$ cat src/rtl/gpio_cfg_loader.sv
// gpio_cfg_loader: serial loader for the daisy-chained GPIO configuration blocks.
//
// Walks the config register array from the highest pad down to pad 0, shifting
// each CFG_BITS-wide word MSB first onto loader_data with loader_clock toggling
// every half-period, then pulses loader_strobe and signals done.
//
// Ports:
//   clk, reset      system clock and synchronous active-high reset
//   start, abort    single-cycle load / clear requests (abort wins)
//   busy, done      sequence in progress / one-cycle load-complete pulse
//   cfg_rd_idx      pad index presented to the config array
//   cfg_rd_data     combinational config word for cfg_rd_idx
//   div_sel         runtime half-period (only with GPIO_LOADER_RUNTIME_DIV_EN;
//                   0 selects CLK_DIV, sampled when start/abort is accepted)
//   loader_*        chain reset (active-low), shift clock, serial data, strobe
//
// Optional feature macro: GPIO_LOADER_RUNTIME_DIV_EN.
module gpio_cfg_loader #(
  parameter int NUM_PADS = 38,
  parameter int CFG_BITS = 13,
  parameter int CLK_DIV  = 4,
  parameter int IDX_W    = (NUM_PADS > 1) ? $clog2(NUM_PADS) : 1
) (
  input  logic                clk,
  input  logic                reset,
  input  logic                start,
  input  logic                abort,
  output logic                busy,
  output logic                done,
  output logic [IDX_W-1:0]    cfg_rd_idx,
  input  logic [CFG_BITS-1:0] cfg_rd_data,
`ifdef GPIO_LOADER_RUNTIME_DIV_EN
  input  logic [7:0]          div_sel,
`endif
  output logic                loader_resetn,
  output logic                loader_clock,
  output logic                loader_data,
  output logic                loader_strobe
);
  localparam int BW = (CFG_BITS > 1) ? $clog2(CFG_BITS) : 1;
`ifdef GPIO_LOADER_RUNTIME_DIV_EN
  localparam int DW = ($clog2(CLK_DIV + 1) > 8) ? $clog2(CLK_DIV + 1) : 8;
`else
  localparam int DW = $clog2(CLK_DIV + 1);
`endif

  typedef enum logic [2:0] {IDLE, SETUP, HIGH, STROBE, CLEAR, DONE} state_t;

  state_t          state_q, state_d;
  logic [IDX_W-1:0] pad_q, pad_d;
  logic [BW-1:0]   bit_q, bit_d;
  logic [DW-1:0]   div_q, div_d;
  logic [DW-1:0]   hp_q, hp_d;
  logic [DW-1:0]   hp_new;
  logic            busy_q, busy_d;
  logic            done_q, done_d;
  logic            resetn_q, resetn_d;
  logic            clock_q, clock_d;
  logic            data_q, data_d;
  logic            strobe_q, strobe_d;
  logic            expired;

  // The half-period is latched on acceptance so later div_sel changes are inert.
`ifdef GPIO_LOADER_RUNTIME_DIV_EN
  assign hp_new = (div_sel == 8'd0) ? DW'(CLK_DIV) : DW'(div_sel);
`else
  assign hp_new = DW'(CLK_DIV);
`endif

  assign expired = (div_q == '0);

  always_comb begin
    state_d = state_q;
    pad_d   = pad_q;
    bit_d   = bit_q;
    div_d   = div_q;
    hp_d    = hp_q;
    if (abort) begin
      state_d = CLEAR;
      div_d   = hp_new - 1'b1;
      hp_d    = hp_new;
    end else begin
      case (state_q)
        IDLE: if (start) begin
          state_d = SETUP;
          pad_d   = IDX_W'(NUM_PADS - 1);
          bit_d   = BW'(CFG_BITS - 1);
          div_d   = hp_new - 1'b1;
          hp_d    = hp_new;
        end
        SETUP: begin
          div_d   = expired ? hp_q - 1'b1 : div_q - 1'b1;
          state_d = expired ? HIGH : SETUP;
        end
        HIGH: begin
          div_d = expired ? hp_q - 1'b1 : div_q - 1'b1;
          if (expired) begin
            // Pad 0 bit 0 is the final bit; the index stays put rather than wrapping.
            state_d = (bit_q == '0 && pad_q == '0) ? STROBE : SETUP;
            bit_d   = (bit_q == '0) ? BW'(CFG_BITS - 1) : bit_q - 1'b1;
            pad_d   = (bit_q == '0 && pad_q != '0) ? pad_q - 1'b1 : pad_q;
          end
        end
        STROBE: begin
          div_d   = expired ? hp_q - 1'b1 : div_q - 1'b1;
          state_d = expired ? DONE : STROBE;
        end
        CLEAR: begin
          div_d   = expired ? hp_q - 1'b1 : div_q - 1'b1;
          state_d = expired ? IDLE : CLEAR;
        end
        default: state_d = IDLE;
      endcase
    end
    // Outputs are registered images of the next state.
    busy_d   = (state_d != IDLE) && (state_d != DONE);
    done_d   = (state_d == DONE);
    resetn_d = (state_d != CLEAR);
    clock_d  = (state_d == HIGH);
    strobe_d = (state_d == STROBE);
    // Data is captured throughout SETUP so it is settled before the rising edge.
    data_d   = (state_d == CLEAR) ? 1'b0 : (state_q == SETUP) ? cfg_rd_data[bit_q] : data_q;
  end

  always_ff @(posedge clk) begin
    if (reset) begin
      state_q  <= IDLE;
      pad_q    <= '0;
      bit_q    <= '0;
      div_q    <= '0;
      hp_q     <= DW'(CLK_DIV);
      busy_q   <= 1'b0;
      done_q   <= 1'b0;
      resetn_q <= 1'b1;
      clock_q  <= 1'b0;
      data_q   <= 1'b0;
      strobe_q <= 1'b0;
    end else begin
      state_q  <= state_d;
      pad_q    <= pad_d;
      bit_q    <= bit_d;
      div_q    <= div_d;
      hp_q     <= hp_d;
      busy_q   <= busy_d;
      done_q   <= done_d;
      resetn_q <= resetn_d;
      clock_q  <= clock_d;
      data_q   <= data_d;
      strobe_q <= strobe_d;
    end
  end

  assign busy          = busy_q;
  assign done          = done_q;
  assign cfg_rd_idx    = pad_q;
  assign loader_resetn = resetn_q;
  assign loader_clock  = clock_q;
  assign loader_data   = data_q;
  assign loader_strobe = strobe_q;
endmodule

$ cat config.mk
export PLATFORM = sky130hd
export DESIGN_NAME = gpio_cfg_loader
export DESIGN_NICKNAME = d
export VERILOG_FILES = /design/src/rtl/gpio_cfg_loader.sv
export SDC_FILE = /design/constraint.sdc
export NUM_CORES = 1
export LEC_CHECK = 0
export BUFFER_PORTS_ARGS = -buffer_cell sky130_fd_sc_hd__buf_2
export CORE_UTILIZATION = 55
export DETAILED_ROUTE_END_ITERATION = 16
export PLACE_DENSITY = 0.8
export REMOVE_ABC_BUFFERS = 1
export SLEW_MARGIN = 20
export SYNTH_ARGS = -nofsm -noshare
export SYNTH_HDL_FRONTEND = slang
export SYNTH_SLANG_ARGS = --single-unit
$ cat constraint.sdc
create_clock -name clk -period 4.6 [get_ports clk]
set_input_delay 0 -clock clk [delete_from_list [all_inputs] [get_ports clk]]
set_output_delay 0 -clock clk [all_outputs]
set_load 0.02 [all_outputs]
==> results.md <==
* Crit path launch type: flip-flop
* Number of enable flip-flop cells after synthesis at 0
* Max-Cap Viols at 0
* Congestion Overflow GR at 0
* Primary FF master, synth: dfxtp_1
* CTS buffer count at 3
* Hold Slack at ~0.089 ns
* CTS H-tree depth at 1
* Fin util at just under 70%
* Number of setup buffers added after CTS at 0
* CTS root buf: clkbuf_4
* First-pass GRT wire length at between 5000 and 6000 um
* Std cell rows at 17
* Critical path capture point type: flip-flop
* Ant. Diodes at 0
* Syn avg cell area at 8.77 sq um
* Synth area leader: dfxtp_1
* Critical-path top delay cell: dfxtp_1
* Endpoints failing setup at 0
* Delay-heaviest family, CP: compound AO/OA/AOI/OAI gates
* Hpwl dp at 2340 um
* Worst R2R Path Depth at 4
* Initial antenna violation count at 0
* Worst-Margin Slew at 0.555 ns
* Post-synthesis register bit count at 22
* Netlist cell types at 52
* Hold/Removal Path Class: in -> reg
* Area growth, synth to finish at 14.7%
* Input/output buffers at 28
* Bufs and invs on worst path at 0
* Worst reg2reg setup slack at ~2.7 ns
* Vias at around 1300
* Post-synth top cells: dfxtp_1 (22), a21oi_1 (14), nand2_1 (14)
* Status: finished, final reports clean
* Min Tclk post-route at around 1.9 ns
* CP max FO at 16
* DIE WIDTH at about 52 um
* Sum of negative setup slack at 0 ns
* Dominant cells by area after synthesis: dfxtp_1 (32%), a21oi_1 (5.1%), mux4_2 (4.9%)
* Clock skew at approximately 0.0015 ns
* Number of global-route vias before repair at approximately 1200
* Period utilization at a little over two fifths
* Die height at around 52 um
* Initial core utilization at around three fifths
* Register area share after synthesis at 32.0%
* 1st-iter DRT viols at 46
* Max-slew violation count at 0
* Post-Synthesis Cell Area at approximately 0.0014 sq mm
* Top-Level Pins at 29
* DIE AREA at around 0.0027 sq mm
* DRC at 0
* Worst R2R End: cfg_rd_idx[0]
* Layout Nets at between 200 and 250
* Clock latency on the worst-skew pair at 0.31 ns
* Critical path class: reg -> reg
* Cts hold-fix bufs at 1
* Count leader, synth: dfxtp_1
* Largest net degree at the start of global routing at 22
* Worst R2R Start: state_q[1]
* Non-Filler Instances at ~210
* Top cell type's share of synthesized area at a little under a third
* GP Congestion at approximately 0.88
* Lkg Pwr at between 0.6 and 0.7 nW
* Routed WL at around 3300 um
* Clock transition at path regs at 0.13 ns
* Post_cts resized at 0
* Worst Hold End: bit_q[1]
* Worst hold start: reset
* Clk sinks at 22
* RSZ-0062 raised after global routing: no
* Pwr/cell area at 303 mW/mm^2
* Vias per inst at around 6.2
* Routed WL per cell at 15.3 um
* Relative max-transition margin at a little over three fifths
* DR pass1 iterations at 4
* Async set or reset register ratio after synthesis at 0%
* Fmax at approximately 520 MHz
* Endpoints failing hold at 0
* CTS tree: done
* Antenna-violating nets left at 0
* Placed Cells at 207
* Gate Count Post-Synth at about 160
* Peak VDD IR at 312 uV
* Critical path arrival at ~2.2 ns
* CP Cell Sequence: nand3b_1, a21oi_1, a31oi_1, a211oi_1
* Yosys Warn Count at 0
* Req. time, crit path at 4.84 ns
* Crit-path max cell delay at around 0.65 ns
* Max Buffers Root-to-Sink at 2
* Hold Path Depth at 2
* GRT Util Overall at a little over a quarter
* Layout cell share with drive strength beyond 1 at 28.3%
* Core Area at between 0.002 and 0.0025 sq mm
[report_power, final]
part           internal, mW  switching (mW)  leakage (nW)
sequential            0.202          0.0181         0.180
clock                0.0881          0.0631        0.0279
combinational        0.0478          0.0594         0.428
total                 0.338           0.141         0.637
[how the worst max path moves through the flow]
stage | from | endpoint | depth (start not counted)
4_1_cts | cfg_rd_idx[0] | cfg_rd_idx[5] | 6
6_report | state_q[1] | cfg_rd_idx[0] | 4
3_3_place_gp | bit_q[0] | cfg_rd_idx[5] | 6
2_1_floorplan | cfg_rd_idx[0] | cfg_rd_idx[5] | 6
5_1_grt | state_q[1] | cfg_rd_idx[0] | 4
3_5_place_dp | bit_q[0] | cfg_rd_idx[5] | 6
[through the flow]
stage | cell area (sq um) | worst slack [ns] | total power [mW]
6_report | 1580 | 2.66 | 0.479
5_1_grt | 1580 | 2.51 | 0.500
4_1_cts | 1580 | 2.72 | 0.479
3_5_place_dp | 1520 | 2.74 | 0.329
3_3_place_gp | 1520 | 2.79 | 0.324
2_1_floorplan | 1340 | 2.77 | 0.296
[cells in the final DEF (no fill, tap or decap), types with 3 or more instances in the layout]
cell	instances
o21ai_0	4
inv_1	12
nand2_1	14
clkbuf_4	3
dfxtp_1	22
buf_2	28
nor2_1	5
a21oi_1	14
a31oi_1	3
nor3_1	9
or3b_2	3
ha_1	5
mux4_2	3
nand2b_1	4
nor3b_1	3
nand4_1	6
nand3_1	3
[worst reg2reg max path, cell delays in order, from the launching register on]
cell and delay (ns):
dfxtp_1 0.65, nand3b_1 0.32, a21oi_1 0.51, a31oi_1 0.15, a211oi_1 0.23
[state kept, by name (all words and copies together), names as in the netlist]
register and count:
loader_resetn 1, loader_clock 1, div_q 3, cfg_rd_idx 6, loader_strobe 1, done 1
loader_data 1, busy 1, bit_q 4, state_q 3
[cell families after synthesis]
kind of cell,count (synthesis),synth area share [%]
simple gates,67,30.5
compound gates,40,20.8
flops,22,32.0
buf+inv,18,5.81
mux,5,6.36
fa+ha+maj,5,4.54
[layer usage]
layer / part of all wire (%) / wire, um / GRT usage (%) / vias up
li1: - / - / - / 643
met1: 45 / 1450 / 31.1 / 633
met2: 50 / 1620 / 48.9 / 42
met3: 4.2 / 136 / 5.26 / 6
met4: 1.4 / 46 / 5.86 / 0
met5: 0 / 0 / 0 / -
[cell type report]
class / count / area [sq um]
Multi-Input combinational cell: 117 / 857
Inverter: 12 / 45.0
Fill cell: 188 / 696
Timing Repair Buffer: 29 / 150
Tap cell: 28 / 35.0
Clock inverter: 1 / 30.0
Sequential cell: 22 / 440
Clock buffer: 3 / 22.5
Power figures use the tool's default switching activity.
